<file path="config.mk">
export PLATFORM = sky130hd
export DESIGN_NAME = status_wr_port_arbiter
export DESIGN_NICKNAME = d
export VERILOG_FILES = /design/src/rtl/status_wr_port_arbiter.sv
export SDC_FILE = /design/constraint.sdc
export NUM_CORES = 1
export LEC_CHECK = 0
export ABC_AREA = 0
export BUFFER_PORTS_ARGS = -buffer_cell sky130_fd_sc_hd__buf_2
export CORE_AREA = 2 2 356 358
export CTS_CLUSTER_SIZE = 24
export DETAILED_ROUTE_END_ITERATION = 16
export DIE_AREA = 0 0 358 360
export PLACE_DENSITY = 0.41
export SKIP_CTS_REPAIR_TIMING = 1
export SLEW_MARGIN = 20
export SYNTH_ARGS = -nofsm -noshare
export SYNTH_HDL_FRONTEND = slang
export SYNTH_SLANG_ARGS = --single-unit
</file>
<file path="constraint.sdc">
create_clock -name clk -period 10.44 [get_ports clk]
set_input_delay 2.61 -clock clk [delete_from_list [all_inputs] [get_ports clk]]
set_output_delay 2.61 -clock clk [all_outputs]
set_load 0.01 [all_outputs]
</file>
<file path="src/rtl/status_wr_port_arbiter.sv">
// status_wr_port_arbiter: round-robin share of one BRAM write port among NUM_REQ start/done requesters (req_* in, mem_wr_* out, busy/grant_id/err_* status)
module status_wr_port_arbiter #(
  parameter int NUM_REQ = 8,
  parameter int IDX_W   = 3,
  parameter int TIMEOUT = 1024,
  parameter int HOLDOFF = 2
) (
  input  logic                    clk,
  input  logic                    rst_n,
  input  logic [NUM_REQ-1:0]      req_start,
  input  logic [NUM_REQ*32-1:0]   req_addr,
  input  logic [NUM_REQ*64-1:0]   req_data,
  output logic [NUM_REQ-1:0]      req_done,
  output logic                    mem_wr_start,
  output logic [31:0]             mem_wr_addr,
  output logic [63:0]             mem_wr_data,
  input  logic                    mem_wr_done,
  output logic                    busy,
  output logic [IDX_W-1:0]        grant_id,
  output logic                    err_timeout,
  output logic                    err_spurious,
  output logic [15:0]             err_count
);
  typedef enum logic {IDLE, WAIT_DONE} state_t;
  state_t state, state_nx;
  logic [IDX_W-1:0] ptr, sel, idx;
  logic [2:0] mask [NUM_REQ];
  logic [31:0] wd;
  logic [NUM_REQ-1:0] elig;
  logic found, wd_hit, fin, tmo, spur;
  always_comb begin
    elig = '0;
    found = 1'b0;
    sel = '0;
    idx = '0;
    for (int i = 0; i < NUM_REQ; i++) elig[i] = req_start[i] && mask[i] == 3'd0;
    for (int k = 1; k <= NUM_REQ; k++) begin
      idx = IDX_W'((int'(ptr) + k) % NUM_REQ);
      if (!found && elig[idx]) begin
        found = 1'b1;
        sel = idx;
      end
    end
    wd_hit = TIMEOUT != 0 && wd == 32'(TIMEOUT - 1);
    fin = state == WAIT_DONE && (mem_wr_done || wd_hit);
    tmo = state == WAIT_DONE && !mem_wr_done && wd_hit;
    spur = state == IDLE && mem_wr_done;
    state_nx = state == IDLE ? (found ? WAIT_DONE : IDLE) : (fin ? IDLE : WAIT_DONE);
  end
  always_ff @(posedge clk or negedge rst_n)
    if (!rst_n) state <= IDLE;
    else state <= state_nx;
  assign busy = state == WAIT_DONE;
  always_ff @(posedge clk or negedge rst_n) begin
    if (!rst_n) begin
      req_done <= '0;
      mem_wr_start <= 1'b0;
      mem_wr_addr <= '0;
      mem_wr_data <= '0;
      grant_id <= '0;
      err_timeout <= 1'b0;
      err_spurious <= 1'b0;
      err_count <= '0;
      ptr <= IDX_W'(NUM_REQ - 1);
      wd <= '0;
      for (int i = 0; i < NUM_REQ; i++) mask[i] <= '0;
    end else begin
      req_done <= '0;
      err_timeout <= tmo;
      err_spurious <= spur;
      if ((tmo || spur) && err_count != 16'hFFFF) err_count <= err_count + 16'd1;
      for (int i = 0; i < NUM_REQ; i++) mask[i] <= mask[i] != 3'd0 ? mask[i] - 3'd1 : 3'd0;
      if (state == IDLE && found) begin
        mem_wr_start <= 1'b1;
        mem_wr_addr <= req_addr[32*sel +: 32];
        mem_wr_data <= req_data[64*sel +: 64];
        grant_id <= sel;
        wd <= '0;
      end else if (fin) begin
        mem_wr_start <= 1'b0;
        req_done[grant_id] <= 1'b1;
        ptr <= grant_id;
        mask[grant_id] <= 3'(HOLDOFF);
      end else if (state == WAIT_DONE) wd <= wd + 32'd1;
    end
  end
endmodule
</file>
# After elaboration in Yosys (flattened, before gate mapping)
# Index checks and enable logic that the tools add are counted.
[totals]
reg_bits = 186
output_inout_bits = 127
elab_cells = 169
in_bits = 779
[op_classes]
order_cmp = 12
bitwise_logic = 6
n_eq_ne = 3
n_mux = 56
n_reduce_logical = 53
n_addsub = 18
shifts = 2
[ops]
columns = ["operator", "count"]
rows = [
  ["512-bit by 10-bit variable part select with 64-bit output", 1],
  ["256-bit by 9-bit variable part select with 32-bit output", 1],
  ["32-bit 2-to-1 mux", 3],
  ["3-bit 2-to-1 mux", 17],
  ["24-bit 2-to-1 mux", 2],
  ["3-bit by 4-bit < comparator with 1-bit output (second input constant)", 9],
  ["32-bit by 1-bit adder with 32-bit output (second input constant)", 1],
  ["32-bit by 10-bit equality test with 1-bit output (second input constant)", 1],
  ["1-bit binary-select mux with 3-bit select", 8],
  ["3-bit zero test", 8],
  ["3-bit nonzero test", 8],
  ["3-bit by 1-bit subtractor with 3-bit output (second input constant)", 8],
  ["1-bit logical AND", 23],
  ["1-bit 2-to-1 mux", 22],
  ["16-bit by 1-bit adder with 16-bit output (second input constant)", 1],
  ["16-bit bitwise AND", 1],
  ["8-bit 2-to-1 mux", 2],
  ["16-bit != test (second input constant)", 1],
  ["16-bit inverter", 1],
  ["3-bit adder (second input constant)", 4],
  ["3-bit demux with 3-bit select", 1],
  ["1-bit zero test", 8],
  ["8-bit OR", 1],
  ["3-bit by 1-bit adder with 3-bit output (second input constant)", 2],
  ["11 further kinds", 16],
]

# Depth between registers and ports, before layout
[depth]
word_depth = 29
mapped_depth = 16
depth_no_buf = 11

# Worst setup path after synthesis
# Ideal clock, no wire load.
[synth_path]
kind = "in2reg"
from = "in req_start[1]"
to = "reg mem_wr_data[10]"
path_slack_ns = 5.146
path_stages = 12
t_arrival_ns = 5.155
setup_time_ns = 0.138
n_path_buf = 3
path_cell_list = "nand2_1 > mux4_2 > mux2i_1 > mux2i_1 > a22oi_1 > o221a_2 > o221ai_2 > or2_1 > clkbuf_1 > buf_2 > clkbuf_1 > o211ai_1"
[synth_via]
elab_chain_len = 26
word_cells_on_any_way = 49
cone_classes = "shift (1); mux (32); reduce/logical (16)"
[synth_lines]
columns = ["element", "line_no", "rtl"]
rows = [
  ["start: declaration", "10", "input logic [NUM_REQ-1:0] req_start,"],
  ["1-bit logical AND (*)", "36", "for (int i = 0; i < NUM_REQ; i++) elig[i] = req_start[i] && mask[i] == 3'd0;"],
  ["1-bit binary-select mux with 3-bit select", "39", "if (!found && elig[idx]) begin"],
  ["1-bit 2-to-1 mux (implied by the code)", "39", ""],
  ["1-bit 2-to-1 mux", "39", ""],
  ["1-bit zero test", "39", ""],
  ["1-bit logical AND", "39", ""],
  ["1-bit 2-to-1 mux", "39", ""],
  ["1-bit zero test", "39", ""],
  ["(+10 left out)", "-", ""],
  ["1-bit 2-to-1 mux", "39", ""],
  ["1-bit zero test", "39", ""],
  ["1-bit logical AND", "39", ""],
  ["1-bit 2-to-1 mux", "39", ""],
  ["1-bit zero test", "39", ""],
  ["1-bit logical AND", "39", ""],
  ["3-bit 2-to-1 mux or 1-bit 2-to-1 mux (tied branches)", "39", ""],
  ["512-bit by 10-bit variable part select with 64-bit output or 1-bit logical AND (tied branches)", "76, 73", ""],
  ["end signal: assignment", "76", "mem_wr_data <= req_data[64*sel +: 64];"],
  ["end: declaration", "16", "output logic [63:0] mem_wr_data,"],
]
# Mark *: on every way between the ends. The rest lies on a longest branch, timed or not. The select of a mux whose other input is x is not followed.
# A chain may end at the register's enable or synchronous reset.

# Worst setup path after layout
[layout_path]
from = "in req_start[6]"
to = "reg mem_wr_data[0]"
# The elaborated chain is that of the path after synthesis.

==> results.txt <==
The run finished with clean final reports. Leaving out fill and tap cells, the most frequent cell in the layout is sky130_fd_sc_hd__buf_2. Entering global routing, the biggest net connects 130 pins. The number of warning messages in the yosys log was 0; the chip height was 360 µm. The setup check on the worst reg-to-reg path leaves a slack of 4.08 ns.

The tools report the detailed placer's ending HPWL as 89,200 µm. The run gives 0.175 as the combined global-route utilization of all metal layers. The number of antenna violations at the first check in global routing is 58, and the pin slew with the least headroom to its limit is 1.11 ns. In this run the horizontal extent of the chip is 358 µm. Setup repair after global routing left no endpoint under its margin. In the post-synthesis netlist, the biggest area contributors are sky130_fd_sc_hd__dfrtp_1 (27%), sky130_fd_sc_hd__o2111ai_1 (15%), sky130_fd_sc_hd__mux2i_1 (12%). In this run the worst hold path is classified as reg -> reg. The floorplan has 130 rows. The tools report the area of the placeable core as 125,000 µm².

The TritonCTS buffer count is 17, and the overall overflow remaining after global route is 0. The clock reaches the later pin of the worst-skew pair after 0.55 ns. Compared with the post-synthesis result, the final layout area differs by 40.0%. For hold timing, the worst endpoint is mask[18]$_DFF_PN0_. The worst reg2reg path endpoint is mem_wr_data[29]$_DFFE_PN0P_. In this run the mean area of a mapped cell was 8.59 µm².

The category of the most critical setup path is in -> reg. Root cell of the clock tree: sky130_fd_sc_hd__clkbuf_16. The element type at the critical path start is an input port. Synthesis produced a netlist whose cell count is 1,991. The congestion estimate from routability-driven global placement came to 0.892.

The logs give 17,100 µm² for the cell area after synthesis and 19,996 for the via count of the first global-routing pass. After clock tree synthesis, the clock-pin slew on the worst setup and hold paths is 0.10 ns. The first-pass iteration count of the detailed router came out at 5.

STA puts the critical path data arrival time at 7.49 ns. For the number of hold violations in the final report, the log shows 0. Time the worst path needs with I/O delays and setup: 7.11 ns. The beginning of the worst hold path was mask[18]$_DFF_PN0_.

The library cells used most frequently in the layout, excluding fill and tap cells, are sky130_fd_sc_hd__buf_2 (904), sky130_fd_sc_hd__o2111ai_1 (288), sky130_fd_sc_hd__inv_1 (220), sky130_fd_sc_hd__mux2i_1 (200), sky130_fd_sc_hd__dfrtp_1 (183). The fraction of post-synthesis cell area in the top cell type by area was 0.268; the die outline area was 129,000 µm². In this run, synthesis inferred 0 flip-flops with an integrated enable. For the number of violations of the max-capacitance limit, the log shows 0. Between clock sinks in the finished design, the worst skew comes to 0.0246 ns. The hold path depth was 1; the number of placed I/O pins was 906. The first global-routing pass estimated 160,000 µm of wire.

The proportion of synthesized flip-flops having asynchronous set or reset is 1.00, and the total of flip-flops plus latches after synthesis is 186. The logs give 3,517 for the net count reported at finish and 0 for the count of final setup violators. TritonCTS built the clock tree. The number of port buffers is 905, and the effective utilization at floorplan is 0.137.

The total number of H-tree levels was 4. The tools report the sequential area share after synthesis as 0.272. The tools report the TritonCTS sink count as 186. The count of final max-slew check failures is 0.

Kind of end point of the critical path: a register. The logs give 0 for the number of nets still failing antenna checks after routing and 2 for the maximum buffer depth of the clock tree. The routed wire length per instance came out at 26.5 µm.

Among all flip-flop cells after synthesis, the most frequent one is sky130_fd_sc_hd__dfrtp_1. The largest area contributor in the synthesized netlist is sky130_fd_sc_hd__dfrtp_1. Fraction of final layout cells with drive strength greater than 1: 0.378. Using the TritonRoute via totals, the vias-per-cell ratio works out to 4.69.

The combined area of the multi-input logic cells is 10,800 µm², and the synthesized net count is 2,790. Across the whole layout, storage elements account for 4660 µm². For this block, the initial DRC count from the detailed router was 1,898.

The logs give 117,000 µm for the routed wire length and 66 for the unique cell type count in the Yosys netlist. For the final routed database, the setup TNS stands at 0 ns. For the worst flop-to-flop path, the logic depth is 14. Summing over every cut layer, the via total after detailed routing is 20,657.

The headroom to the max-slew limit was 0.259; the number of DRC violations after detailed routing was 0. The share of the clock period used by the worst path came out at 0.681. The achievable clock frequency was 141 MHz; the critical-path maximum fanout was 54. The startpoint identified for the worst register-to-register timing path is ptr[1]$_DFFE_PN1P_. For the worst setup path, the data required time is 10.83 ns.

The count of fill cells added during filler insertion came out at 14,251.
cell families (layout without fill, tap and decap cells):
family                     Yosys count  count (layout)  share of synthesized area
AOI/OAI and AO/OA                  546             546                      0.266
xor gates and xnor gates            42              42                     0.0224
adders and majority gates           20              20                     0.0146
buffers and inverters              455            1195                      0.106
DFF                                186             186                      0.272
muxes                              308             308                      0.192
other                                0              28                          0
and+or+nand+nor                    434             434                      0.127
worst max path at each step:
stage	cells past startpoint	endpoint	slack, ns	start
global placement	11	mem_wr_data[44]$_DFFE_PN0P_	2.75	req_start[6]
global route	11	mem_wr_data[9]$_DFFE_PN0P_	3.10	req_start[6]
finish	11	mem_wr_data[0]$_DFFE_PN0P_	3.33	req_start[6]
CTS	13	mem_wr_data[55]$_DFFE_PN0P_	3.32	req_start[2]
floorplan	12	mem_wr_data[10]$_DFFE_PN0P_	5.15	req_start[1]
detailed placement	13	mem_wr_data[55]$_DFFE_PN0P_	2.67	req_start[2]
layer usage:
layer | global-route usage | routed length (µm)
met2 | 0.267 | 52400
met1 | 0.234 | 50700
met4 | 0.0664 | 3900
met5 | 0 | 162
met3 | 0.0437 | 9880
area by class of cell:
cell class	instances	share of cell area
Antenna cell	28	0.00293
Clock buffer	17	0.0178
Clock inverter	15	0.00862
Inverter	222	0.0348
Multi-Input combinational cell	1350	0.450
Sequential cell	186	0.195
Tap cell	1650	0.0862
Timing Repair Buffer	941	0.205
worst max-delay path, cell delays in order:
cell	delay, ns
sky130_fd_sc_hd__buf_2	0.13
sky130_fd_sc_hd__nand3_1	0.13
sky130_fd_sc_hd__o21ai_0	0.23
sky130_fd_sc_hd__mux4_2	0.61
sky130_fd_sc_hd__a211oi_2	0.44
sky130_fd_sc_hd__nand3_4	0.50
sky130_fd_sc_hd__nor2_1	0.44
sky130_fd_sc_hd__a21o_4	0.59
sky130_fd_sc_hd__or2_4	0.70
sky130_fd_sc_hd__buf_4	0.70
sky130_fd_sc_hd__o211ai_1	0.22
sequential cells by signal (all words and copies together) (netlist names), 3 cells and up:
| register | flops |
|---|---|
| err_count | 16 |
| grant_id | 3 |
| mask | 24 |
| mem_wr_addr | 32 |
| mem_wr_data | 64 |
| ptr | 3 |
| req_done | 8 |
| wd | 32 |
synth_stat cells (6+ instances only):
master	n
sky130_fd_sc_hd__and3_1	9
sky130_fd_sc_hd__nand2_1	156
sky130_fd_sc_hd__nor2b_1	13
sky130_fd_sc_hd__o2111ai_1	288
sky130_fd_sc_hd__mux4_2	6
sky130_fd_sc_hd__o221ai_1	100
sky130_fd_sc_hd__mux2_1	73
sky130_fd_sc_hd__nand4_1	104
sky130_fd_sc_hd__nor3_1	18
sky130_fd_sc_hd__buf_2	23
sky130_fd_sc_hd__nand3b_1	6
sky130_fd_sc_hd__nor2_1	66
sky130_fd_sc_hd__mux2_2	28
sky130_fd_sc_hd__buf_1	14
sky130_fd_sc_hd__inv_1	220
sky130_fd_sc_hd__ha_1	20
sky130_fd_sc_hd__or3_1	8
sky130_fd_sc_hd__and4_1	6
sky130_fd_sc_hd__clkbuf_1	180
sky130_fd_sc_hd__o21a_1	6
sky130_fd_sc_hd__xor2_1	13
sky130_fd_sc_hd__xnor2_1	27
sky130_fd_sc_hd__nand3_1	20
sky130_fd_sc_hd__mux2i_1	201
sky130_fd_sc_hd__a21oi_1	6
sky130_fd_sc_hd__nor4_1	10
sky130_fd_sc_hd__dfrtp_1	183
sky130_fd_sc_hd__o21ai_0	17
sky130_fd_sc_hd__buf_4	13
sky130_fd_sc_hd__o211ai_1	102
through the flow:
step	instance area, µm²	util	setup slack [ns]	cells	hold WS (ns)
3_3_place_gp	23200	0.186	2.75	4348	0.454
6_report	23900	0.192	3.33	4409	0.456
2_1_floorplan	17100	-	5.15	1991	0.431
4_1_cts	23800	0.191	3.32	4380	0.459
3_5_place_dp	23200	0.186	2.67	4348	0.448
5_1_grt	23900	0.191	3.10	4398	0.478
Power is not shown: default switching activity piles up to over one toggle a cycle in this logic, so the estimate is an artifact.
